**src/rtl/progmem_ctrl_if.sv**
```systemverilog
// Program-memory port bundle between the controller (master)
// and the single-port progmem (slave).
interface progmem_ctrl_if #(
  parameter int ADDR_W = 4,
  parameter int DATA_W = 16
);
  logic [ADDR_W-1:0] mem_addr;
  logic [DATA_W-1:0] mem_din;
  logic              mem_write_en;
  logic [DATA_W-1:0] mem_dout;

  modport master (
    output mem_addr,
    output mem_din,
    output mem_write_en,
    input  mem_dout
  );

  modport slave (
    input  mem_addr,
    input  mem_din,
    input  mem_write_en,
    output mem_dout
  );
endinterface

```
**src/rtl/progmem_ctrl.sv**
```systemverilog
// Arbitrates progmem between CPU fetch and a host byte-stream
// loader that rewrites, reads back and checksums the memory.
module progmem_ctrl #(
  parameter int ADDR_W = 4,
  parameter int DATA_W = 16
) (
  input  logic              clk,
  input  logic              resetn,
  input  logic              fetch_req,
  input  logic [ADDR_W-1:0] fetch_addr,
  output logic [DATA_W-1:0] fetch_data,
  output logic              fetch_valid,
  output logic              cpu_halt,
  input  logic              ld_start,
  input  logic [7:0]        ld_byte,
  input  logic              ld_valid,
  output logic              ld_ready,
  output logic              ld_done,
  output logic              ld_ok,
  output logic [DATA_W-1:0] ld_csum,
  progmem_ctrl_if.master    mem
);

  typedef enum logic [2:0] {
    RUN, LOAD_HI, LOAD_LO, WRITE, VERIFY, VDRAIN, DONE
  } state_t;

  localparam logic [ADDR_W-1:0] LAST = '1;

  state_t            state_q, state_d;
  logic [ADDR_W-1:0] cnt_q, cnt_d;
  logic [DATA_W-1:0] word_q, word_d;
  logic [DATA_W-1:0] wx_q, wx_d;
  logic [DATA_W-1:0] rx_q, rx_d;
  logic              rd_vld_q, rd_vld_d;
  logic              fv_q, fv_d;
  logic              ok_q, ok_d;
  logic [DATA_W-1:0] csum_q, csum_d;

  always_ff @(posedge clk or negedge resetn) begin
    if (!resetn) begin
      state_q  <= RUN;
      cnt_q    <= '0;
      word_q   <= '0;
      wx_q     <= '0;
      rx_q     <= '0;
      rd_vld_q <= 1'b0;
      fv_q     <= 1'b0;
      ok_q     <= 1'b0;
      csum_q   <= '0;
    end else begin
      state_q  <= state_d;
      cnt_q    <= cnt_d;
      word_q   <= word_d;
      wx_q     <= wx_d;
      rx_q     <= rx_d;
      rd_vld_q <= rd_vld_d;
      fv_q     <= fv_d;
      ok_q     <= ok_d;
      csum_q   <= csum_d;
    end
  end

  always_comb begin
    state_d          = state_q;
    cnt_d            = cnt_q;
    word_d           = word_q;
    wx_d             = wx_q;
    // readback arrives one cycle after its address was issued
    rx_d             = rd_vld_q ? (rx_q ^ mem.mem_dout) : rx_q;
    rd_vld_d         = 1'b0;
    fv_d             = 1'b0;
    ok_d             = ok_q;
    csum_d           = csum_q;
    mem.mem_addr     = '0;
    mem.mem_din      = '0;
    mem.mem_write_en = 1'b0;
    ld_ready         = 1'b0;
    ld_done          = 1'b0;
    unique case (state_q)
      RUN: begin
        mem.mem_addr = fetch_addr;
        if (ld_start) begin
          state_d = LOAD_HI;
          cnt_d   = '0;
          wx_d    = '0;
          rx_d    = '0;
        end else begin
          fv_d = fetch_req;
        end
      end
      LOAD_HI: begin
        ld_ready = 1'b1;
        if (ld_valid) begin
          word_d[15:8] = ld_byte;
          state_d      = LOAD_LO;
        end
      end
      LOAD_LO: begin
        ld_ready = 1'b1;
        if (ld_valid) begin
          word_d[7:0] = ld_byte;
          state_d     = WRITE;
        end
      end
      WRITE: begin
        mem.mem_write_en = 1'b1;
        mem.mem_addr     = cnt_q;
        mem.mem_din      = word_q;
        wx_d             = wx_q ^ word_q;
        cnt_d            = cnt_q + 1'b1;
        state_d          = (cnt_q == LAST) ? VERIFY : LOAD_HI;
      end
      VERIFY: begin
        mem.mem_addr = cnt_q;
        cnt_d        = cnt_q + 1'b1;
        rd_vld_d     = 1'b1;
        if (cnt_q == LAST) state_d = VDRAIN;
      end
      VDRAIN: begin
        state_d = DONE;
      end
      DONE: begin
        ld_done = 1'b1;
        csum_d  = wx_q;
        ok_d    = (rx_q == wx_q);
        state_d = RUN;
      end
      default: state_d = RUN;
    endcase
  end

  assign fetch_valid = fv_q;
  assign fetch_data  = fv_q ? mem.mem_dout : '0;
  assign cpu_halt    = (state_q != RUN);
  assign ld_ok       = ok_q;
  assign ld_csum     = csum_q;

endmodule
```
**src/flat_wrapper.sv**
```systemverilog
// flat-port wrapper written by rule: the top's interface ports become plain ports
module progmem_ctrl_flat 
#(
  parameter int ADDR_W = 4,
  parameter int DATA_W = 16
)
  (clk, resetn, fetch_req, fetch_addr, fetch_data, fetch_valid, cpu_halt, ld_start, ld_byte, ld_valid, ld_ready, ld_done, ld_ok, ld_csum, mem_mem_addr, mem_mem_din, mem_mem_write_en, mem_mem_dout);
  progmem_ctrl_if #(.ADDR_W(ADDR_W), .DATA_W(DATA_W)) mem_i ();
  input  logic clk;
  input  logic resetn;
  input  logic fetch_req;
  input  logic [ADDR_W-1:0] fetch_addr;
  output logic [DATA_W-1:0] fetch_data;
  output logic fetch_valid;
  output logic cpu_halt;
  input  logic ld_start;
  input  logic [7:0] ld_byte;
  input  logic ld_valid;
  output logic ld_ready;
  output logic ld_done;
  output logic ld_ok;
  output logic [DATA_W-1:0] ld_csum;
  output wire logic [$bits(mem_i.mem_addr)-1:0] mem_mem_addr;
  output wire logic [$bits(mem_i.mem_din)-1:0] mem_mem_din;
  output wire logic [$bits(mem_i.mem_write_en)-1:0] mem_mem_write_en;
  input wire logic [$bits(mem_i.mem_dout)-1:0] mem_mem_dout;
  assign mem_mem_addr = mem_i.mem_addr;
  assign mem_mem_din = mem_i.mem_din;
  assign mem_mem_write_en = mem_i.mem_write_en;
  assign mem_i.mem_dout = mem_mem_dout;
  progmem_ctrl #(.ADDR_W(ADDR_W), .DATA_W(DATA_W)) u_core (.clk(clk), .resetn(resetn), .fetch_req(fetch_req), .fetch_addr(fetch_addr), .fetch_data(fetch_data), .fetch_valid(fetch_valid), .cpu_halt(cpu_halt), .ld_start(ld_start), .ld_byte(ld_byte), .ld_valid(ld_valid), .ld_ready(ld_ready), .ld_done(ld_done), .ld_ok(ld_ok), .ld_csum(ld_csum), .mem(mem_i));
endmodule
```
**config.mk**
```make
export PLATFORM = sky130hd
export DESIGN_NAME = progmem_ctrl_flat
export DESIGN_NICKNAME = d
export VERILOG_FILES = /design/src/rtl/progmem_ctrl_if.sv /design/src/rtl/progmem_ctrl.sv /design/src/flat_wrapper.sv
export SDC_FILE = /design/constraint.sdc
export NUM_CORES = 1
export LEC_CHECK = 0
export CELL_PAD_IN_SITES_DETAIL_PLACEMENT = 1
export CELL_PAD_IN_SITES_GLOBAL_PLACEMENT = 1
export CORE_MARGIN = 4
export CORE_UTILIZATION = 40
export DETAILED_ROUTE_END_ITERATION = 10
export PLACE_DENSITY_LB_ADDON = 0.1
export SETUP_SLACK_MARGIN = 0.4
export SLEW_MARGIN = 25
export SYNTH_ARGS = -nofsm -noshare
export SYNTH_HDL_FRONTEND = slang
export SYNTH_SLANG_ARGS = --single-unit
```
**constraint.sdc**
```tcl
create_clock -name clk -period 4.5 [get_ports clk]
set_input_delay 1.35 -clock clk [delete_from_list [all_inputs] [get_ports clk]]
set_output_delay 1.35 -clock clk [all_outputs]
set_load 0.005 [all_outputs]
```
# Yosys cells after proc, flatten, opt, wreduce, memory -nomap -nowiden
# Cells that the tools add are included.
# totals
reg_bits	74
input_bits	33
out_inout_bits	58
wordCells	58
# classes
addsub	1
n_eq_ne	12
n_mux	22
bitwise_logic	2
n_reduce_logical	11
# op_table
operator	n
$mux 16	6
$pmux 16 s2	1
$xor 16x16->16	2
$pmux 3 s6	1
$eq 16x16->1	1
$pmux 4 s2	2
$mux 3	5
$eq 3x3->1 const B	3
$reduce_and 2->1	4
$eq 3x2->1 const B	2
$mux 1	6
$ne 2x2->1 const B	3
$add 4x1->4 const B	1
$eq 4x4->1 const B	1
$mux 4	1
$reduce_and 4->1	1
$reduce_bool 2->1	2
$reduce_or 2->1	2
$eq 3x1->1 const B	1
$logic_not 3->1	1
$reduce_bool 3->1	1
$ne 2x1->1 const B	1

# Depth between registers and ports, before layout
# Gate-level depths: netlist of the first run.
# logic_depth
depth_word	4
depth_mapped	7
ltp_nobuf	5

# Worst setup path after synthesis of the first run
# OpenSTA, ideal clock, no wires.
# synth_timing
path_kind	input -> output
start	input fetch_addr[2]
end	output mem_mem_addr[2]
arrival_ns	1.565
t_required_ns	3.150
setup_slack_ns	1.585
stages	2
n_path_buf	0
cell_sequence	a21oi_1 > o21ai_0
# synth_via
elab_chain_cells	1
# synth_lines
item	line	source
start, declared	flat_wrapper.sv:12	input logic [ADDR_W-1:0] fetch_addr;
$pmux 4 s2	progmem_ctrl.sv:80	unique case (state_q)
end, declared	flat_wrapper.sv:23	output wire logic [$bits(mem_i.mem_addr)-1:0] mem_mem_addr;
# Every way passes these cells.

# Worst setup path after layout of the first run
# Ends and elaborated chain as after synthesis.

==> results of run 1 <==
==> worst paths after layout <==
| kind | end | slack (ps) | cells past startpoint |
|---|---|---|---|
| setup reg to reg | u_core.ld_csum[5] | 2640 | 4 |
| min in group asynchronous | u_core.ld_csum[2] | 1000 | 2 |
| max in group asynchronous | u_core.ld_ok | 2940 | 3 |
| setup / recovery | mem_mem_addr[2] | 560 | 4 |
| hold reg to reg | u_core.ld_ok | 490 | 2 |
| hold / removal | u_core.ld_ok | 490 | 2 |
==> through the flow <==
stage | instance area [µm²] | power (mW) | worst slack (ps)
global placement | 4437 | 1.647 | 631.0
CTS | 4627 | 2.182 | 555.4
finish | 4654 | 2.153 | 557.8
detailed placement | 4437 | 1.687 | 552.7
global route | 4654 | 2.307 | 533.7
floorplan | 3451 | 1.345 | 1585
==> layout make-up <==
| cell class | instances | area share (%) |
|---|---|---|
| sequential | 74 | 39.79 |
| multi-input combinational | 212 | 31.13 |
| timing repair buffer | 95 | 20.48 |
| clock buffer | 12 | 3.548 |
| tap | 105 | 2.823 |
| inverter | 21 | 1.694 |
| clock inverter | 4 | 0.5376 |
==> synthesized netlist by cell type (all sizes together), types with 2 or more instances <==
cell | n | share of area [%]
nor3b | 2 | 0.76
mux2 | 34 | 11
buf | 9 | 1.7
clkbuf | 3 | 0.33
xor2 | 32 | 8.1
a21oi | 5 | 0.73
nand3 | 18 | 2.6
o21ai | 21 | 3.0
nand2b | 2 | 0.58
nor4 | 4 | 0.73
and2 | 16 | 2.9
dfrtp | 74 | 54
nor2 | 20 | 2.2
o22ai | 3 | 0.54
nor3 | 2 | 0.43
and3 | 2 | 0.36
a22o | 4 | 1.0
nand2 | 38 | 4.2
inv | 21 | 2.3
==> flip-flops by register name, indices dropped and copies added (netlist names) <==
| register | cells |
|---|---|
| u_core.wx_q | 16 |
| u_core.fetch_valid | 1 |
| u_core.rx_q | 16 |
| u_core.ld_csum | 16 |
| u_core.word_q | 16 |
| u_core.cnt_q | 4 |
| u_core.ld_ok | 1 |
| u_core.state_q | 3 |
| u_core.rd_vld_q | 1 |
==> power breakdown <==
group	internal, mW	switching [mW]	leakage, nW
Sequential	0.812	0.164	0.979
Clock	0.243	0.244	0.0944
Combinational	0.378	0.312	1.19
==> logic make-up (layout without fill, tap and decap cells) <==
logic type	after synthesis	after routing	share of synthesized area [%]
adders and majority gates	1	1	0.3625
and+or+nand+nor	110	110	16.64
DFF	74	74	53.66
muxes	34	34	11.10
AOI/OAI and AO/OA	35	35	5.765
xor gates and xnor gates	32	32	8.122
buffers and inverters	33	132	4.351
==> tightest hold or removal path: stages, from the launching register on <==
cell and delay (ps):
sky130_fd_sc_hd__dfrtp_1 340, sky130_fd_sc_hd__nand2_1 50, sky130_fd_sc_hd__o21ai_0 60
==> per-layer routing <==
| layer | track usage, % | up-vias |
|---|---|---|
| met5 | 0 | - |
| met4 | 6.114 | 0 |
| met3 | 4.152 | 9 |
| met2 | 28.76 | 61 |
| met1 | 23.93 | 1297 |
| li1 | - | 1253 |
==> flow_summary.rst, run 1 <==
.. list-table::
   :header-rows: 1

   * - Metric
     - Value
   * - Post-layout instance count excluding filler cells
     - 523
   * - Routed WL
     - 8618 µm
   * - CTS-repair resized insts
     - 0
   * - Die Span X
     - 100.9 µm
   * - Leakage power figure
     - 2.261 nW
   * - Worst supply voltage drop on vdd
     - 0.3002 mV
   * - Tightest Pin Transition
     - 526.5 ps
   * - Largest delay contributor family on the critical path
     - buffers and inverters
   * - Most numerous cell on the critical path
     - sky130_fd_sc_hd__clkdlybuf4s50_1
   * - Cell area after technology mapping
     - 3451 µm²
   * - Met3 Wirelength
     - 523 µm
   * - Cts bufs inserted
     - 9
   * - Synthesized area divided by synthesized cell count
     - 10.82 µm²
   * - Period utilisation layout
     - 87.60%
   * - HP Class
     - reg2reg
   * - Top-Level Pins
     - 91
   * - Post-synthesis sequential area ratio
     - 53.66%
   * - Unrepaired setup endpoints after global routing
     - no
   * - Highest routing layer actually used
     - met4
   * - Number of flops mapped to enable cells by yosys
     - 0
   * - Core area
     - 8299 µm²
   * - Via density per instance
     - 5.010
   * - Library cells used by synthesis
     - 36
   * - # H-tree levels
     - 3
   * - Critical path data required time
     - 3150 ps
   * - Launch point of the critical path
     - fetch_addr[2]
   * - First-pass GRT wire length
     - 14,240 µm
   * - Count of hold-fix buffers inserted at cts
     - 0
   * - Critical path class
     - in2out
   * - Worst path slowest cell
     - sky130_fd_sc_hd__clkdlybuf4s50_1
   * - DRC Markers
     - 0
   * - Status
     - completed
   * - Antenna violations before repair
     - 0
   * - Number of buffers on the longest clock path
     - 2
   * - Most common library cell in the layout ignoring fill and taps
     - sky130_fd_sc_hd__clkdlybuf4s50_1
   * - Filler cell count
     - 906
   * - Fin Hold WS
     - 485.1 ps
   * - Final ANT Viol Nets
     - 0
   * - Sum of net half-perimeters after detailed placement
     - 6436 µm
   * - Number of post-CTS setup repair buffers
     - 0
   * - Max-Slew Margin vs Limit
     - 64.63%
   * - Launch instance of the worst min-delay path
     - u_core.ld_ok
   * - Multi-input gate area in the final layout
     - 1449 µm²
   * - Cell breakdown of the critical path
     - clkdlybuf4s50_1 -> a21oi_1 -> o21ai_0 -> clkdlybuf4s50_1
   * - Post-synth top flop
     - sky130_fd_sc_hd__dfrtp_1
   * - Async SR Flop Fraction
     - 100.0%
   * - NumNets Final
     - 447
   * - Total routing resource utilization after global routing
     - 17.95%
   * - Core Util, Final
     - 56.08%
   * - Root Buffer
     - sky130_fd_sc_hd__clkbuf_8
   * - Startpoint of the lowest-slack register-to-register path
     - u_core.state_q[0]
   * - Row count
     - 33
   * - Number of hold violations in the final report
     - 0
   * - Height of the die
     - 100.9 µm
   * - Maximum clock skew at final layout
     - 5.845 ps
   * - Clock-pin slew reported for the worst setup and hold paths after clock tree synthesis
     - 70 ps
   * - Nets in the synthesized netlist
     - 353
   * - Area occupied by registers
     - 1852 µm²
   * - Routability Congestion
     - 0.7507
   * - Biggest fanout along the worst timing path
     - 1
   * - Stage delay of the slowest cell on the critical path
     - 560 ps
   * - Highest-count cells in the layout ignoring fill and taps
     - sky130_fd_sc_hd__clkdlybuf4s50_1 (89), sky130_fd_sc_hd__dfrtp_1 (74), sky130_fd_sc_hd__nand2_1 (37)
   * - Fraction of layout instances using a drive strength above 1
     - 15.07%
   * - Power density over the cells
     - 462.6 nW/µm²
   * - Count of buffers from port buffering
     - 90
   * - Synth Warn #
     - 0
   * - Floorplan die area
     - 10,180 µm²
   * - Detailed Route Iter0 Violations
     - 96
   * - Max Transition Viols Final
     - 0
   * - Detailed Routing Iterations Pass 1
     - 4
   * - Metal1 wirelength
     - 3899 µm
   * - Data arrival at the endpoint of the critical path
     - 2590 ps
   * - Max-capacitance violation count
     - 0
   * - Fmax
     - 253.7 MHz
   * - Total instance count after detailed placement
     - 506
   * - Flops & latches, synth
     - 74
   * - Post-route setup TNS
     - 0 ps
   * - Endpoint type of the worst setup path
     - output port
   * - Detailed-route via count
     - 2,620
   * - Met2 routed wirelength
     - 4096 µm
   * - Starting density of the core
     - 41.58%
   * - Final setup viols
     - 0
   * - TritonCTS clock tree
     - built
   * - Overflow left after global routing
     - 0
   * - Layout Area Growth over Synthesis
     - 34.88%
   * - Wire length per cell after detailed routing
     - 16.48 µm
   * - Crit path buf inv count
     - 2
   * - Clock sink total
     - 74
   * - Worst setup SP type
     - primary input
   * - Maximum number of pins on one net before global-route repair
     - 75
   * - Clock insertion delay at the later pin of the skew report
     - 340 ps
   * - Number of global-route vias before repair
     - 2,788
   * - Antenna cells
     - 0
   * - Shortest clock period the worst path allows after layout
     - 3942 ps
   * - Synthesized instance count
     - 319
No activity file was read; power rests on OpenSTA's default activity.
==> run 2, diff against run 1 <==
CTS_CLUSTER_DIAMETER = 50   (was unset)
==> results of run 2 <==
The final DEF is identical to that of run 1; final timing and power are the same.
